File: config.mk
export PLATFORM = sky130hd
export DESIGN_NAME = controle_entrada_tempo
export DESIGN_NICKNAME = d
export VERILOG_FILES = /design/src/rtl/controle_entrada_tempo_pkg.sv /design/src/rtl/controle_entrada_tempo_codificador_priori.sv /design/src/rtl/controle_entrada_tempo.sv
export SDC_FILE = /design/constraint.sdc
export NUM_CORES = 1
export LEC_CHECK = 0
export BUFFER_PORTS_ARGS = -buffer_cell sky130_fd_sc_hd__buf_2
export CELL_PAD_IN_SITES_DETAIL_PLACEMENT = 0
export CELL_PAD_IN_SITES_GLOBAL_PLACEMENT = 1
export CORE_MARGIN = 2
export CORE_UTILIZATION = 28
export CTS_CLUSTER_SIZE = 24
export DETAILED_ROUTE_END_ITERATION = 10
export GPL_TIMING_DRIVEN = 0
export PLACE_DENSITY_LB_ADDON = 0.15
export SYNTH_ARGS = -nofsm -noshare
export SYNTH_HDL_FRONTEND = slang
export SYNTH_HIERARCHICAL = 1
export SYNTH_SLANG_ARGS = --single-unit
File: constraint.sdc
create_clock -name clk -period 1.55 [get_ports clk]
set_input_delay 0.31 -clock clk [delete_from_list [all_inputs] [get_ports clk]]
set_output_delay 0.31 -clock clk [all_outputs]
set_load 0.01 [all_outputs]
File: src/rtl/controle_entrada_tempo_pkg.sv
// Shared definitions for the microwave keypad time-entry block.
// Holds FSM states, the default debounce length and the BCD digit width.
package controle_entrada_tempo_pkg;

  localparam int DEB_CICLOS_PADRAO = 4;
  localparam int BCD_W             = 4;
  localparam int N_TECLAS          = 10;
  localparam int N_DIGITOS         = 4;
  localparam int CNT_W             = 4;
  localparam int TEMPO_W           = N_DIGITOS * BCD_W;

  typedef enum logic [1:0] {
    OCIOSO        = 2'd0,
    DEBOUNCE      = 2'd1,
    CAPTURA       = 2'd2,
    ESPERA_SOLTAR = 2'd3
  } estado_t;

  typedef logic [BCD_W-1:0]   bcd_t;
  typedef logic [TEMPO_W-1:0] tempo_t;

  // New digit enters on the right (seconds units); the leftmost digit falls off.
  function automatic tempo_t desloca_digito(input tempo_t tempo, input bcd_t digito);
    return {tempo[TEMPO_W-BCD_W-1:0], digito};
  endfunction

endpackage

File: src/rtl/controle_entrada_tempo_codificador_priori.sv
// Priority encoder for the 10-line keypad: the highest active index wins.
// valido_o is suppressed while enablen_i is high.
module codificador_priori
  import controle_entrada_tempo_pkg::*;
(
  input  logic [N_TECLAS-1:0] teclado_i,
  input  logic                enablen_i,
  output bcd_t                codigo_o,
  output logic                valido_o
);

  logic [N_TECLAS-1:0] sel;

  // sel is one-hot: a line is selected only when no higher line is active.
  generate
    for (genvar gi = 0; gi < N_TECLAS; gi++) begin : g_sel
      if (gi == N_TECLAS - 1) begin : g_topo
        assign sel[gi] = teclado_i[gi];
      end else begin : g_resto
        assign sel[gi] = teclado_i[gi] & ~(|teclado_i[N_TECLAS-1:gi+1]);
      end
    end
  endgenerate

  always_comb begin
    codigo_o = '0;
    for (int i = 0; i < N_TECLAS; i++) begin
      if (sel[i]) begin
        codigo_o = codigo_o | BCD_W'(i);
      end
    end
  end

  assign valido_o = ~enablen_i & (|teclado_i);

endmodule

File: src/rtl/controle_entrada_tempo.sv
// Keypad time entry: debounces key press and release, then shifts the
// captured BCD digit into a 4-digit mm:ss register.
module controle_entrada_tempo
  import controle_entrada_tempo_pkg::*;
#(
  parameter int DEB_CICLOS = DEB_CICLOS_PADRAO
) (
  input  logic                clk,
  input  logic                reset,
  input  logic [N_TECLAS-1:0] teclado,
  input  logic                enablen,
  input  logic                limpar,
  output logic [TEMPO_W-1:0]  tempo_bcd,
  output logic [BCD_W-1:0]    tecla_bcd,
  output logic                digito_pronto,
  output logic                tempo_zero,
  output logic                tempo_invalido
);

  localparam logic [CNT_W-1:0] CNT_ALVO = CNT_W'(DEB_CICLOS);

  estado_t          state_q, state_d;
  logic [CNT_W-1:0] cnt_q, cnt_d, cnt_mais;
  bcd_t             codigo_q, codigo_d;
  tempo_t           tempo_q, tempo_d;
  bcd_t             tecla_q, tecla_d;
  logic             pronto_q, pronto_d;

  bcd_t             codigo_atual;
  logic             tecla_valida;

  codificador_priori u_codificador (
    .teclado_i (teclado),
    .enablen_i (enablen),
    .codigo_o  (codigo_atual),
    .valido_o  (tecla_valida)
  );

  assign cnt_mais = cnt_q + CNT_W'(1);

  always_comb begin
    state_d  = state_q;
    cnt_d    = cnt_q;
    codigo_d = codigo_q;
    tempo_d  = tempo_q;
    tecla_d  = tecla_q;
    pronto_d = 1'b0;

    case (state_q)
      OCIOSO: begin
        if (tecla_valida) begin
          codigo_d = codigo_atual;
          cnt_d    = CNT_W'(1);
          state_d  = DEBOUNCE;
        end else begin
          cnt_d = '0;
        end
      end

      DEBOUNCE: begin
        if (!tecla_valida) begin
          cnt_d   = '0;
          state_d = OCIOSO;
        end else if (codigo_atual == codigo_q) begin
          cnt_d = cnt_mais;
          if (cnt_mais == CNT_ALVO) begin
            state_d = CAPTURA;
          end
        end else begin
          // A different key restarts the debounce window on the new code.
          codigo_d = codigo_atual;
          cnt_d    = CNT_W'(1);
        end
      end

      CAPTURA: begin
        tempo_d  = desloca_digito(tempo_q, codigo_q);
        tecla_d  = codigo_q;
        pronto_d = 1'b1;
        cnt_d    = '0;
        state_d  = ESPERA_SOLTAR;
      end

      ESPERA_SOLTAR: begin
        // Release is judged on the raw lines, so enablen cannot shorten it.
        if (teclado == '0) begin
          if (cnt_mais == CNT_ALVO) begin
            cnt_d   = '0;
            state_d = OCIOSO;
          end else begin
            cnt_d = cnt_mais;
          end
        end else begin
          cnt_d = '0;
        end
      end

      default: begin
        cnt_d   = '0;
        state_d = OCIOSO;
      end
    endcase

    if (limpar) begin
      tempo_d = '0;
    end
  end

  always_ff @(posedge clk or posedge reset) begin
    if (reset) begin
      state_q  <= OCIOSO;
      cnt_q    <= '0;
      codigo_q <= '0;
      tempo_q  <= '0;
      tecla_q  <= '0;
      pronto_q <= 1'b0;
    end else begin
      state_q  <= state_d;
      cnt_q    <= cnt_d;
      codigo_q <= codigo_d;
      tempo_q  <= tempo_d;
      tecla_q  <= tecla_d;
      pronto_q <= pronto_d;
    end
  end

  assign tempo_bcd      = tempo_q;
  assign tecla_bcd      = tecla_q;
  assign digito_pronto  = pronto_q;
  assign tempo_zero     = (tempo_q == '0);
  assign tempo_invalido = (tempo_q[2*BCD_W-1:BCD_W] > BCD_W'(5));

endmodule

==> impl_metrics.tcl <==
set metrics [dict create \
    status "finished, violations left" \
    violations "hold timing, setup timing" \
    die_x_um 78.47 \
    multi_input_area_um2 843.3 \
    reg2reg_slack_ns 0.01 \
    grt_pass1_vias 1353 \
    hpwl_um 2862 \
    clockRootBuffer "clkbuf_8" \
    syn_area_um2 1553 \
    first_iter_violations 99 \
    avgSynthCellArea_um2 9.705 \
    endpoint_kind "output port" \
    period_share 1.058 \
    die_area_um2 6158 \
    drc 0 \
    place.gp.congestion 0.7314 \
    clk_path_buf_depth 2 \
    ys_warn_count 6 \
    synthCells 160 \
    leakage_uw 0.0009948 \
    dr.pass1.iters 4 \
    synth_edf_count 0 \
    cp_max_fo 4 \
    fin_cells 285 \
    tightest_slew_ns 0.4429 \
    synthTopCellsByArea "dfrtp_1 (50%), nand2_1 (10%), a21oi_1 (5.8%)" \
    antenna_found_initial 0 \
    power.density_nw_per_um2 809.3 \
    ioPinCount 37 \
    finalCriticalPeriod_ns 1.640 \
    yosys.area.top_type "dfrtp_1" \
    grt_pass1_wl_um 6817 \
    layout-drive-gt1-share 0.4178 \
    yosysUniqueCellTypes 39 \
    clock-sinks 31 \
    finClkSkew_ns 0.002356 \
    cts.clk_slew.worst_paths_ns 0.06 \
    max_freq_mhz 609.6 \
    vias_per_cell 4.716 \
    yosysSeqAreaShare 0.4996 \
    fillers 569 \
    cts_buffers 5 \
    synth-seq-cells 31 \
    slew_violations 0 \
    slew-limit-headroom 0.7047 \
    hold_viol 6 \
    via_count 1344 \
    grt_max_degree 32 \
    placed_cell_area_um2 1838 \
    rsz0062_at_grt "yes" \
    cts_tree "built" \
    area_growth_pct 39.73 \
    async_flop_share 1.000 \
    wl_um 4054 \
    worstPathArrival_ns 1.33 \
    diodes 0 \
    synth_commonest_cells "nand2_1 (42), dfrtp_1 (31), a21oi_1 (18)" \
    dpl.cell_count 267 \
    start_util 0.2855 \
    synth_top_flop_cell "dfrtp_1" \
    cpMaxStageDelayCell "dfrtp_1" \
    synthesis.nets 176 \
    critPathKind "reg2out" \
    crit_chain "nor4_2 > and4_1 > buf_2" \
    regArea_um2 780.7 \
    clock_latency_ns 0.28 \
    cp_data_required_time_ns 1.24 \
    wl_per_cell_um 14.22 \
    grtUsageTotal 0.1445 \
    whs_ns -0.01226 \
    core_area_um2 5439 \
    setup_viol 1 \
    vdd_drop_max_mv 0.4484 \
    start_kind "register" \
    setup_ws_ns -0.09037 \
    synth_most_common_cell "nand2_1" \
    h-tree-depth 2 \
    drv_cap 0 \
    final_util 0.3989 \
    hold_path_class "in2async" \
    placementRows 27 \
    die_height_um 78.47 \
    nNetsFinal 228 \
    slowest_delay_ns 0.44 \
    design_area_um2 2170 \
    gr-total-overflow 0 \
    postRouteAntennaNets 0 \
    io_buffers 35 \
    synth_top_area_share 0.4996 \
]
cell type report:
class / instances / share of cell area
clock buffer: 8 / 0.04614
tap: 72 / 0.04152
timing repair buffer: 47 / 0.1407
multi-input combinational: 115 / 0.3887
inverter: 8 / 0.01557
sequential: 31 / 0.3599
buffer: 4 / 0.007497
worst max-delay path, delay by kind of cell (launching register included):
kind | cells | cell delay [ns]
buffers and inverters | 1 | 0.13
flip-flops | 1 | 0.44
AND/OR/NAND/NOR | 2 | 0.48
layout by cell type, fill, tap and decap left out, drive strengths merged, types with 5 or more instances in the layout:
cell type and n:
nand2 42, nor4 6, dfrtp 31, inv 7
clkbuf 11, nor2 7, xor2 5, a21oi 18
buf 48
where the power goes:
part	leakage (uW)	internal [uW]	switching, uW
logic	0.000532	92.8	112
clock network	0.0000515	405	286
registers	0.000412	835	24.7
timing repair:
action | 4_1_cts | 5_1_grt
resized for setup | 20 | 12
pin swaps | 13 | 6
hold buffers | 0 | 0
endpoints found under the setup margin | 6 | 13
buffers inserted | 7 | 4
worst paths after layout:
check,end,startpoint,cells past startpoint
worst max register to register,register,cnt_q[0],5
worst min register to register,tecla_bcd[2],tecla_bcd[2],2
worst max-delay path,tempo_zero,tempo_bcd[3],3
min in group clk,tempo_bcd[11],limpar,2
worst min-delay path,cnt_q[2],reset,2
max in group asynchronous,tecla_bcd[3],reset,3
cells by family after synthesis:
kind of cell	after synthesis	share of synthesized area
fa+ha+maj	2	0.01611
simple gates	73	0.2514
buf+inv	14	0.03464
flops	31	0.4996
mux	4	0.02901
xor+xnor	6	0.03384
compound gates	30	0.1354
stage by stage:
stage	total power (uW)	hold slack [ns]	setup slack, ns	TNS, ns
2_1_floorplan	969.7	0.4135	-0.01588	-0.02989
3_3_place_gp	1028	0.4577	-0.3512	-2.595
3_5_place_dp	1035	0.4638	-0.3906	-3.090
4_1_cts	1768	0.3617	-0.1029	-0.1495
5_1_grt	1839	0.009683	-0.1556	-0.7007
6_report	1756	-0.01226	-0.09037	-0.09037
metal layers:
layer	GRT usage	up-vias	part of all wire
met5	0	-	0
met4	0.05965	0	0.016
met3	0.03563	7	0.033
met2	0.2293	22	0.50
met1	0.1886	660	0.46
li1	-	655	-
state kept, by name (all words and copies together), names as in the netlist, named ones only:
name           count
cnt_q              4
codigo_q           4
digito_pronto      1
state_q            1
tecla_bcd          4
tempo_bcd         16
Power figures use the tool's default switching activity.
